**config.mk**
```make
export PLATFORM = sky130hd
export DESIGN_NAME = seq_divider_32bit
export DESIGN_NICKNAME = d
export VERILOG_FILES = /design/src/rtl/seq_divider_32bit.sv
export SDC_FILE = /design/constraint.sdc
export NUM_CORES = 1
export LEC_CHECK = 0
export BUFFER_PORTS_ARGS = -buffer_cell sky130_fd_sc_hd__clkbuf_2
export CAP_MARGIN = 40
export CORE_MARGIN = 5
export CORE_UTILIZATION = 33
export DETAILED_ROUTE_END_ITERATION = 10
export GPL_TIMING_DRIVEN = 1
export PLACE_DENSITY_LB_ADDON = 0.3
export SLEW_MARGIN = 10
export SYNTH_ARGS = -nofsm -noshare
export SYNTH_HDL_FRONTEND = slang
export SYNTH_SLANG_ARGS = --single-unit
```
**constraint.sdc**
```tcl
create_clock -name clk -period 5.6 [get_ports clk]
set_input_delay 0 -clock clk [delete_from_list [all_inputs] [get_ports clk]]
set_output_delay 0 -clock clk [all_outputs]
set_load 0.02 [all_outputs]
```
**src/rtl/seq_divider_32bit.sv**
```systemverilog
// rtl/seq_divider_32bit.sv - 32-bit restoring shift-and-subtract divider, one quotient bit per clock
// Optional signed mode: define DIV_SIGNED_EN to add the signed_op port.
module seq_divider_32bit (
    input  logic        clk,
    input  logic        reset,
    input  logic        start,
    input  logic [31:0] dividend,
    input  logic [31:0] divisor,
`ifdef DIV_SIGNED_EN
    input  logic        signed_op,
`endif
    output logic        busy,
    output logic        done,
    output logic [31:0] quotient,
    output logic [31:0] remainder,
    output logic        div_by_zero
);

    typedef enum logic [1:0] {IDLE, RUN, DONE} state_t;

    state_t      state_q, state_d;
    logic [31:0] q_q, q_d;
    logic [31:0] d_q, d_d;
    logic [31:0] r_q, r_d;
    logic [5:0]  cnt_q, cnt_d;
    logic        dz_q, dz_d;
    logic        quo_neg_q, quo_neg_d;
    logic        rem_neg_q, rem_neg_d;
    logic [31:0] quotient_q, quotient_d;
    logic [31:0] remainder_q, remainder_d;
    logic        dbz_q, dbz_d;

    logic        accept;
    logic        a_neg, b_neg;
    logic [31:0] a_mag, b_mag;
    logic [32:0] r_sh, trial;
    logic [31:0] r_new, q_sh;

`ifdef DIV_SIGNED_EN
    assign a_neg = signed_op & dividend[31];
    assign b_neg = signed_op & divisor[31];
`else
    assign a_neg = 1'b0;
    assign b_neg = 1'b0;
`endif
    assign a_mag  = a_neg ? -dividend : dividend;
    assign b_mag  = b_neg ? -divisor  : divisor;
    assign accept = start && (state_q != RUN);

    // The partial remainder is always below D, so only the shifted value needs the 33rd bit.
    assign r_sh  = {r_q, q_q[31]};
    assign trial = r_sh - {1'b0, d_q};
    assign r_new = trial[32] ? r_sh[31:0] : trial[31:0];
    assign q_sh  = {q_q[30:0], ~trial[32]};

    always_comb begin
        state_d     = state_q;
        q_d         = q_q;
        d_d         = d_q;
        r_d         = r_q;
        cnt_d       = cnt_q;
        dz_d        = dz_q;
        quo_neg_d   = quo_neg_q;
        rem_neg_d   = rem_neg_q;
        quotient_d  = quotient_q;
        remainder_d = remainder_q;
        dbz_d       = dbz_q;

        case (state_q)
            RUN: begin
                if (dz_q) begin
                    // q_q holds the raw dividend on a divide-by-zero accept.
                    quotient_d  = 32'hFFFF_FFFF;
                    remainder_d = q_q;
                    dbz_d       = 1'b1;
                    state_d     = DONE;
                end else begin
                    q_d   = q_sh;
                    r_d   = r_new;
                    cnt_d = cnt_q + 6'd1;
                    if (cnt_q == 6'd31) begin
                        quotient_d  = quo_neg_q ? -q_sh  : q_sh;
                        remainder_d = rem_neg_q ? -r_new : r_new;
                        dbz_d       = 1'b0;
                        state_d     = DONE;
                    end
                end
            end
            DONE:    state_d = IDLE;
            default: state_d = IDLE;
        endcase

        if (accept) begin
            q_d       = (divisor == 32'd0) ? dividend : a_mag;
            d_d       = b_mag;
            r_d       = 32'd0;
            cnt_d     = 6'd0;
            dz_d      = (divisor == 32'd0);
            quo_neg_d = a_neg ^ b_neg;
            rem_neg_d = a_neg;
            state_d   = RUN;
        end
    end

    always_ff @(posedge clk or posedge reset) begin
        if (reset) begin
            state_q     <= IDLE;
            q_q         <= 32'd0;
            d_q         <= 32'd0;
            r_q         <= 32'd0;
            cnt_q       <= 6'd0;
            dz_q        <= 1'b0;
            quo_neg_q   <= 1'b0;
            rem_neg_q   <= 1'b0;
            quotient_q  <= 32'd0;
            remainder_q <= 32'd0;
            dbz_q       <= 1'b0;
        end else begin
            state_q     <= state_d;
            q_q         <= q_d;
            d_q         <= d_d;
            r_q         <= r_d;
            cnt_q       <= cnt_d;
            dz_q        <= dz_d;
            quo_neg_q   <= quo_neg_d;
            rem_neg_q   <= rem_neg_d;
            quotient_q  <= quotient_d;
            remainder_q <= remainder_d;
            dbz_q       <= dbz_d;
        end
    end

    assign busy        = (state_q == RUN);
    assign done        = (state_q == DONE);
    assign quotient    = quotient_q;
    assign remainder   = remainder_q;
    assign div_by_zero = dbz_q;

endmodule

```
==> run metrics <==
area of the multi-input gates=about 0.0042 mm2; row count=60; Syn Nets=around 1000; filler cell count=roughly 2700; Synth Area in Compound Gates=0.228; DRT Pass-1 Iters=5; initial DRC count=roughly 400; Pleak=approximately 0.0048 uW; cell count after synthesis=between 900 and 1000; Post-synth EDFFs=0; actual slew at the worst max-slew pin=0.836 ns; cts repair resizes=0; crit path launch type=register; io pins=134; RSZ-0062 raised after global routing=no; vias in the first global route=between 7000 and 8000; R2R cell count=13; Root Buffer=clkbuf_16; synth top area cells=dfrtp_1 (48%), nand2_1 (6.9%), ha_1 (4.7%), a31oi_1 (3.7%), mux2i_1 (3.7%); Synth Register Bits=170; initial antenna violation count=0; DR vias/cell=between 5 and 6; Worst Hold Launch=start; # DRC=0; Die Y=174 um; post-synthesis xor/xnor area fraction=0.0328; dpl hpwl=~20 mm; Final Skew=approximately 0.014 ns; fmax=between 200 and 300 MHz; MaxCap Viol Count=0; diode count=0; ratio of cells with drive above 1 in the final layout=0.173; CP peak stage delay=0.53 ns; post-synthesis simple-gate area fraction=0.128; Synth Area per Inst=~9.4 um2; Cell Pwr Density=approximately 720 mW/mm2; CTS H-tree lvls=4; CP cell instances=inv_1, ha_1, fa_1, nand2b_1, a21oi_2, o41a_2, o2111a_2, o221ai_4, o31ai_4, xor2_4, buf_4, mux2i_1, o21ai_1; via count=7715; fin crit share=0.687; Finish-stage setup viols=0; Max-slew headroom=0.439; routability cong.=around 0.83; Starting Density=0.332; final slew viol count=0; critical path's slowest cell=xor2_4; core box area=approximately 0.027 mm2; worst hold path depth=5; Worst EP arrival=a little over 4 ns; CP Class=register to register; Post-Route WL=between 20 and 30 mm; clock period minus worst slack=slightly below 4 ns; multiplexer share of the synthesized area=0.0373; leading area contributor after synthesis=dfrtp_1; ys async rst share=1.00; final hold violations=0; Crit path required time=just under 6 ns; CP Capture Type=register; CTS Buffer Depth=2; worst skew pair latency=between 0.4 and 0.5 ns; CTS tree=done; adder-cell share of the synthesized area=0.0488; Die Wd=174 um; nets@finish=1227; top cell type's share of synthesized area=0.480; Worst R2R End=r_q[8]; CTS clk-pin slew, worst paths=roughly 0.070 ns; Worst R2R Setup Slack=around 1.8 ns; CTS Sinks=between 150 and 200; library cells used by synthesis=54; post-route ant nets=0; Area growth, synth to finish=26.1%; RR Startpoint=q_q[31]; GRT Util Overall=0.176; Netlist Area Pre-Place=between 0.008 and 0.009 mm2; outcome=finished clean; final setup TNS=0 ns; Hold WC Path Type=input port to register; main combinational cell family by area after synthesis=compound AO/OA/AOI/OAI gates; WL/cell=approximately 18 um; Die ar.=0.0302 mm2; first-pass GRT wire length=43.4 mm; Seq/Total Area, Yosys=0.480; IO buf count=133; grt ovf=0; YS warnings=0; worst vdd ir=approximately 0.00038 V; TritonCTS buffer count=17; largest net degree at the start of global routing=60; Min-Delay Endpoint=r_q[2]; crit path max fanout=21; ys flop type=dfrtp_1; FF/Latch Area=0.00425 mm2; Util after Layout=0.418
-- metal layers --
layer  up-vias  track usage  part of all wire
li1       3764            -                 -
met1      3717        0.258              0.50
met2       205        0.268              0.44
met3        29       0.0303             0.046
met4         0       0.0485             0.016
met5         -            0                 0
-- kinds of logic (layout without fill, tap and decap cells) --
| group | count (synthesis) | count (layout) |
|---|---|---|
| AOI/OAI and AO/OA | 311 | 311 |
| and+or+nand+nor | 269 | 269 |
| DFF | 170 | 170 |
| buffers and inverters | 98 | 291 |
| adders and majority gates | 34 | 34 |
| muxes | 33 | 33 |
| xor gates and xnor gates | 31 | 31 |
-- cells in the final DEF (no fill, tap or decap), types with 34 or more instances in the layout --
master and instances:
dfrtp_1 170, dlygate4sd3_1 65, o22a_1 34, clkbuf_2 133, a31oi_1 53, inv_1 44, nand2_1 162, o21ai_0 52
a21oi_1 40, nor2_1 51, o21ai_1 51
-- registers in the layout, indices dropped and copies added (netlist names) --
register     count
state_q          2
dz_q             1
quotient        32
q_q             32
cnt_q            6
r_q             32
d_q             32
remainder       32
div_by_zero      1
-- layout make-up --
class                      instances  area share
clock buffer                      17      0.0381
clock inverter                    15      0.0163
inverter                          46      0.0159
multi-input combinational        678       0.379
sequential                       170       0.381
tap                              341      0.0382
timing repair buffer             213       0.133
-- cells in the mapped netlist (all sizes together) (2+ instances only) --
cell type and instances:
or3 4, o22ai 11, nand4 9, inv 45, dfrtp 170, a21boi 3, and2 3, mux2i 33
o211ai 7, a21o 5, xor2 12, o21a 5, nor2b 3, clkbuf 46, o21bai 3, nand2 164
nor2 52, xnor2 19, a22o 20, o22a 34, a211o 3, a31oi 54, a211oi 3, ha 33
o21ai 103, nor3 10, and3 2, nand2b 4, a22oi 7, o31ai 5, buf 6, nor4 8
a21oi 42, nand3 7
-- through the flow --
stage	total power (uW)	hold slack, ns	cells	area, um2	setup slack [ns]
6_report	8010	0.0967	1480	11200	1.75
4_1_cts	8030	0.0777	1480	11200	1.74
5_1_grt	8600	0.108	1480	11200	1.55
3_3_place_gp	6690	0.227	1379	9840	1.80
3_5_place_dp	6740	0.0932	1383	9920	1.75
2_1_floorplan	5600	0.105	946	8860	0.997
-- worst max path at each step --
stage	startpoint	end	slack (ns)	cells after the start
3_3_place_gp	q_q[31]	remainder[2]	1.80	13
6_report	q_q[31]	r_q[8]	1.75	13
4_1_cts	q_q[31]	r_q[17]	1.74	13
5_1_grt	q_q[31]	r_q[8]	1.55	13
2_1_floorplan	reset	cnt_q[0]	1.0	1
3_5_place_dp	q_q[31]	r_q[14]	1.75	13
-- what timing repair did --
action | in CTS | in global routing
buffers inserted | 0 | 0
hold endpoints to repair | 118 | 0
hold buffers | 65 | 0
-- critical path, delay by kind of cell, from the launching register on --
kind            cells  cell delay, ns
compound gates      6            1.13
xor+xnor            1            0.53
fa+ha+maj           2            0.62
buf+inv             2            0.52
flops               1            0.34
mux                 1            0.32
simple gates        1            0.19
-- power breakdown --
part / switching [uW] / total [uW] / internal (uW) / leakage, uW
Clock: 576 / 1220 / 642 / 0.000296
Combinational: 2710 / 4540 / 1830 / 0.00266
Sequential: 469 / 2250 / 1780 / 0.00185
Total: 3760 / 8010 / 4250 / 0.00481
Note: power is estimated with default switching activity, not from simulation.
